### src/rtl/instr_sequencer.sv
// Multi-cycle control sequencer: fetches over req/ack, holds the instruction register,
// owns PC and run/halt state, and gates raw decoder LD/MW into timed write enables.
module instr_sequencer #(
    parameter int          PC_W      = 8,
    parameter logic [15:0] HALT_INST = 16'hFFFF
) (
    input  logic            i_clk,
    input  logic            i_rst_n,
    input  logic            i_run,
    output logic            o_imem_req,
    output logic [PC_W-1:0] o_imem_addr,
    input  logic            i_imem_ack,
    input  logic [15:0]     i_imem_data,
    output logic [15:0]     o_inst,
    input  logic            i_dec_ld,
    input  logic            i_dec_mw,
    input  logic            i_dec_md,
    output logic            o_ld_en,
    output logic            o_mw_en,
    output logic            o_dmem_req,
    input  logic            i_dmem_ack,
    output logic [PC_W-1:0] o_pc,
    output logic            o_halted,
    output logic [2:0]      o_state
);

    typedef enum logic [2:0] {
        S_IDLE   = 3'd0,
        S_FETCH  = 3'd1,
        S_DECODE = 3'd2,
        S_MEM    = 3'd3,
        S_WB     = 3'd4,
        S_HALT   = 3'd5
    } state_t;

    state_t          r_state;
    state_t          w_next;
    logic [PC_W-1:0] r_pc;
    logic [15:0]     r_inst;

    always_ff @(posedge i_clk or negedge i_rst_n) begin
        if (!i_rst_n) begin
            r_state <= S_IDLE;
            r_pc    <= '0;
            r_inst  <= 16'h0000;
        end else begin
            r_state <= w_next;
            if (r_state == S_FETCH && i_imem_ack)
                r_inst <= i_imem_data;
            // PC wraps naturally at 2^PC_W
            if (r_state == S_WB)
                r_pc <= r_pc + PC_W'(1);
        end
    end

    always_comb begin
        w_next = r_state;
        case (r_state)
            S_IDLE:   if (i_run) w_next = S_FETCH;
            S_FETCH:  if (i_imem_ack) w_next = S_DECODE;
            S_DECODE: begin
                if (r_inst == HALT_INST)
                    w_next = S_HALT;
                else if (i_dec_md || i_dec_mw)
                    w_next = S_MEM;
                else
                    w_next = S_WB;
            end
            S_MEM:    if (i_dmem_ack) w_next = S_WB;
            S_WB:     w_next = i_run ? S_FETCH : S_IDLE;
            S_HALT:   w_next = S_HALT;
            default:  w_next = S_IDLE;
        endcase
    end

    // Outputs depend only on registered state and INST, never on the acks.
    always_comb begin
        o_imem_req = 1'b0;
        o_dmem_req = 1'b0;
        o_ld_en    = 1'b0;
        o_mw_en    = 1'b0;
        o_halted   = 1'b0;
        case (r_state)
            S_FETCH: o_imem_req = 1'b1;
            S_MEM: begin
                o_dmem_req = 1'b1;
                o_mw_en    = i_dec_mw;
            end
            S_WB:    o_ld_en  = i_dec_ld;
            S_HALT:  o_halted = 1'b1;
            default: ;
        endcase
    end

    assign o_imem_addr = r_pc;
    assign o_pc        = r_pc;
    assign o_inst      = r_inst;
    assign o_state     = r_state;

endmodule

### config.mk
export PLATFORM = sky130hd
export DESIGN_NAME = instr_sequencer
export DESIGN_NICKNAME = d
export VERILOG_FILES = /design/src/rtl/instr_sequencer.sv
export SDC_FILE = /design/constraint.sdc
export NUM_CORES = 1
export LEC_CHECK = 0
export BUFFER_PORTS_ARGS = -buffer_cell sky130_fd_sc_hd__buf_2
export CAP_MARGIN = 30
export CORE_MARGIN = 2
export CORE_UTILIZATION = 49
export CTS_CLUSTER_SIZE = 8
export DETAILED_ROUTE_END_ITERATION = 8
export PLACE_DENSITY = 0.84
export SYNTH_ARGS = -nofsm -noshare
export SYNTH_HDL_FRONTEND = slang
export SYNTH_SLANG_ARGS = --single-unit
### constraint.sdc
create_clock -name i_clk -period 4.3 [get_ports i_clk]
set_clock_uncertainty 0.15 [all_clocks]
set_input_delay 0.43 -clock i_clk [delete_from_list [all_inputs] [get_ports i_clk]]
set_output_delay 0.43 -clock i_clk [all_outputs]
set_load 0.02 [all_outputs]
# Yosys cells after proc, flatten, opt, wreduce, memory -nomap -nowiden
# Index checks and enable logic that the tools add are counted.
dict set report word_totals {
  output_inout_bits 40
  ram_bits 0
  regBits 27
  memories 0
  latchBits 0
  rom_bits 0
  input_bits 24
}
dict set report classes {
  eq_ne 9
  order_cmp 0
  n_addsub 1
  div_mod_pow 0
  reduce_logical 4
  n_shift 0
  muxes 12
  n_bitwise 0
  n_mul 0
}
# cell count
set ops {}
lappend ops {{$pmux W3 S6} 1}
lappend ops {{$eq A16 B16 Y1 const B} 1}
lappend ops {{$mux W3} 5}
lappend ops {{$add A8 B1 Y8 const B} 1}
lappend ops {{$eq A3 B2 Y1 const B} 2}
lappend ops {{$eq A3 B3 Y1 const B} 2}
lappend ops {{$mux W1} 6}
lappend ops {{$ne A2 B2 Y1 const B} 3}
lappend ops {{$eq A3 B1 Y1 const B} 1}
lappend ops {{$logic_not A3 Y1} 1}
lappend ops {{$reduce_and A3 Y1} 1}
lappend ops {{$logic_and A1 B1 Y1} 1}
lappend ops {{$logic_or A1 B1 Y1} 1}

# Longest topological paths before layout
dict set report depth {
  word_depth 4
  depth_mapped 7
}

# Least setup slack after synthesis
# No wires, ideal clock.
dict set report synth_path {
  path_type {register to register}
  startpoint {reg r_state[0] (netlist: o_state[0])}
  endpoint {reg r_inst[10] (netlist: o_inst[10])}
  n_path_buf 3
  path_stages_with_launch 8
  slack_ns 2.317
  setup_ns 0.125
  arrival_ns 1.708
  cell_sequence {dfrtp_1 > buf_6 > nor2b_4 > nor2b_4 > and2_4 > buf_6 > buf_12 > mux2_4}
}
dict set report synth_between {
  elab_chain_len 2
}
# item line
set synth_lines {}
lappend synth_lines {{start: declaration} 36} ;# state_t r_state;
lappend synth_lines {{start signal: assignment} 47} ;# r_state <= w_next;
lappend synth_lines {{$eq A3 B1 Y1} 48} ;# if (r_state == S_FETCH && i_imem_ack)
lappend synth_lines {{$logic_and A1 B1 Y1} 48}
lappend synth_lines {{end signal: assignment} 49} ;# r_inst <= i_imem_data;
lappend synth_lines {{end: declaration} 39} ;# logic [15:0] r_inst;
# No other way between the ends.
# A chain may end at the register's enable or synchronous reset.

# Worst setup path after layout
dict set report layout_path {
  startpoint {reg r_state[1] (netlist: o_state[1])}
  endpoint {out o_ld_en}
}
dict set report layout_between {
  elab_chain_len 2
}
# item line
set layout_lines {}
lappend layout_lines {{$eq A3 B3 Y1} 83} ;# case (r_state)
lappend layout_lines {{$mux W1} 83}
lappend layout_lines {{end: declaration} 18} ;# output logic o_ld_en,
# No other way between the ends.

==> results.yml <==
die:
  start_util: 0.5285
  coreArea_um2: 2545
  die_w_um: 56.39
  die_h_um: 56.39
  io_pins: 64
  placement_rows: 18
  dieArea_um2: 3180
logic_synthesis:
  synth_top_flop_cell: "dfrtp_1"
  yosysTopAreaCell: "dfrtp_1"
  synth_area_um2: 1345
  synth_top_cell_area_share: 0.5023
  synthCells: 103
  async_flop_share: 1.000
  syn_area_per_cell_um2: 13.06
  yosysWarnings: 0
  ys_top_cells_by_area: "dfrtp_1 (50%), mux2_4 (11%), mux2_2 (5.9%)"
  syn-num-nets: 128
  synth_seq_area_share: 0.5023
  ys_types: 32
  synth-edff-count: 0
  synth-seq-cells: 27
cts:
  cts_tree: "built"
  clock_latency_ns: 0.31
  clock-sinks: 27
  cts_made_buffers: 3
  cts_resized: 0
  ctsLongestPathBuffers: 2
  clkTransAtPathRegs_ns: 0.13
  htree_levels: 1
  cts-root-buf: "clkbuf_4"
timing:
  finalSetupViolations: 0
  timing.final.crit_period_ns: 2.196
  fmax_mhz: 455.4
  holdWs_ns: 0.1845
  tightest_slew_ns: 0.5956
  finalCritPeriodShare: 0.5106
  hold_viol: 0
  fin_setup_tns_ns: 0
  slew_headroom: 0.6030
  rsz0062_at_grt: "no"
  slew_violations: 0
routing:
  avgRoutedWirePerCell_um: 13.54
  ant_nets: 0
  drt_wl_total_um: 2560
  drt-initial-drc-count: 21
  vias: 994
  via_per_inst: 5.259
  dr.pass1.iters: 4
  drc: 0
outcome:
  status: "finished, final reports clean"
critical_path:
  crit_buf_inv: 1
  worst_path_max_delay_cell: "dfrtp_1"
  crit_chain: "nor3b_4, and2_1, buf_2"
  crit_family: "flip-flops"
  critical_path_class: "reg2out"
  cp_max_fo: 14
  cp-start-kind: "flop"
  crit_arrival_ns: 1.62
  end_kind: "primary output"
  cp.required_ns: 3.72
  crit_path_max_incr_delay_ns: 0.59
cells_and_area:
  fin_area_um2: 1628
  drive_above_1_share: 0.5597
  syn_to_final_growth_pct: 21.02
  antennaDiodeCount: 0
  nets: 185
  fill_cells: 212
  final_util: 0.6396
placement:
  place_congestion: 0.8004
  portBuffers: 63
  dpl.hpwl_um: 2013
  place_area_um2: 1592
global_routing:
  grt_busiest_layer: "met2"
  grt_pass1_wl_um: 4188
  grt_pass1_vias: 959
  overflow: 0
  grt_max_degree: 28
  grt.total_usage: 0.1666
  grt_antenna_before_repair: 0
  grt_util_met1: 0.1988
  grt_use_met3: 0.04378
  grt_util_met2: 0.3025
hold_path:
  hp-class: "in2reg"
run:
  max_cap_violations: 0
pwr:
  p_leak_nw: 0.8529
  irDropWorstVdd_mv: 0.4990
  p_per_area_nw_per_um2: 722.5
==> layout by cell type, fill, tap and decap left out, drive strengths merged <==
cell         netlist  routed
ha                 1       1
xnor2              5       5
or4b               1       1
mux2              17      17
a31o               1       1
nand2              5       5
nand4              6       6
nor4               1       1
o31ai              1       1
or3                1       1
o21ai              1       1
dfrtp             27      27
dlygate4sd3        0       1
buf               11      63
a21oi              2       2
and4               1       1
a211oi             1       1
nor2b              3       3
nand3              2       2
nor3b              2       2
nor3               1       1
and2               3       3
mux2i              1       1
clkbuf             1       4
xor2               2       2
nor2               4       4
and3               2       2
==> synth_stat cells, types with 4 or more instances <==
master,n
buf_4,8
dfrtp_1,27
mux2_2,7
mux2_4,10
nand2_1,5
nand4_1,6
nor2_1,4
xnor2_1,5
==> area by class of cell <==
type	count	area, µm²	share of cell area
Multi-Input combinational cell	64	563.0	0.3459
Clock buffer	4	26.28	0.01614
Timing Repair Buffer	64	325.3	0.1998
Tap cell	30	37.54	0.02306
Sequential cell	27	675.6	0.4151
==> sequential cells by signal, indices dropped and copies added, names as in the netlist <==
register     count
o_imem_addr      8
o_inst          16
o_state          3
==> worst register-to-register path, cell delays in order, from the launching register on <==
cell and delay (ns):
dfrtp_1 0.54, nor2b_4 0.26, nor2b_4 0.16, and2_4 0.32, mux2_2 0.37
==> per-layer routing <==
metal | vias up | share of wire
met5 | - | 0
met4 | 0 | 0.0051
met3 | 2 | 0.055
met2 | 34 | 0.52
met1 | 484 | 0.42
li1 | 474 | -
==> worst paths after layout <==
path	start	cells past startpoint	to	slack, ns
max	o_state[1]	3	o_ld_en	2.10
min	i_imem_data[2]	2	o_inst[2]	0.18
max reg2reg	o_state[0]	4	o_inst[0]	2.40
min reg2reg	o_imem_addr[7]	1	o_imem_addr[7]	0.36
max in group asynchronous	i_rst_n	2	o_state[2]	3.13
min in group asynchronous	i_rst_n	2	o_inst[11]	0.48
==> metrics by stage <==
step / cells / total power [mW] / worst slack, ns
2_1_floorplan: 103 / 0.9349 / 2.317
3_3_place_gp: 184 / 1.061 / 2.481
3_5_place_dp: 184 / 1.081 / 2.420
4_1_cts: 189 / 1.189 / 2.100
5_1_grt: 189 / 1.249 / 1.994
6_report: 189 / 1.176 / 2.104
==> power by group <==
group          internal [mW]  switching [mW]
logic                  0.275           0.314
clock network         0.0362          0.0685
registers              0.359           0.123
==> logic make-up (layout without fill, tap and decap cells) <==
group / Yosys count / count (layout) / synth area share
compound gates: 6 / 6 / 0.02884
xor+xnor: 7 / 7 / 0.04558
fa+ha+maj: 1 / 1 / 0.009301
buf+inv: 12 / 68 / 0.07907
flops: 27 / 27 / 0.5023
mux: 18 / 18 / 0.1777
simple gates: 32 / 32 / 0.1572
==> timing repair <==
| action | CTS | global route |
|---|---|---|
| setup buffers | 0 | 0 |
| hold buffers | 1 | 0 |
| endpoints found under the hold margin | 27 | 0 |
No activity file was read; power rests on OpenSTA's default activity.
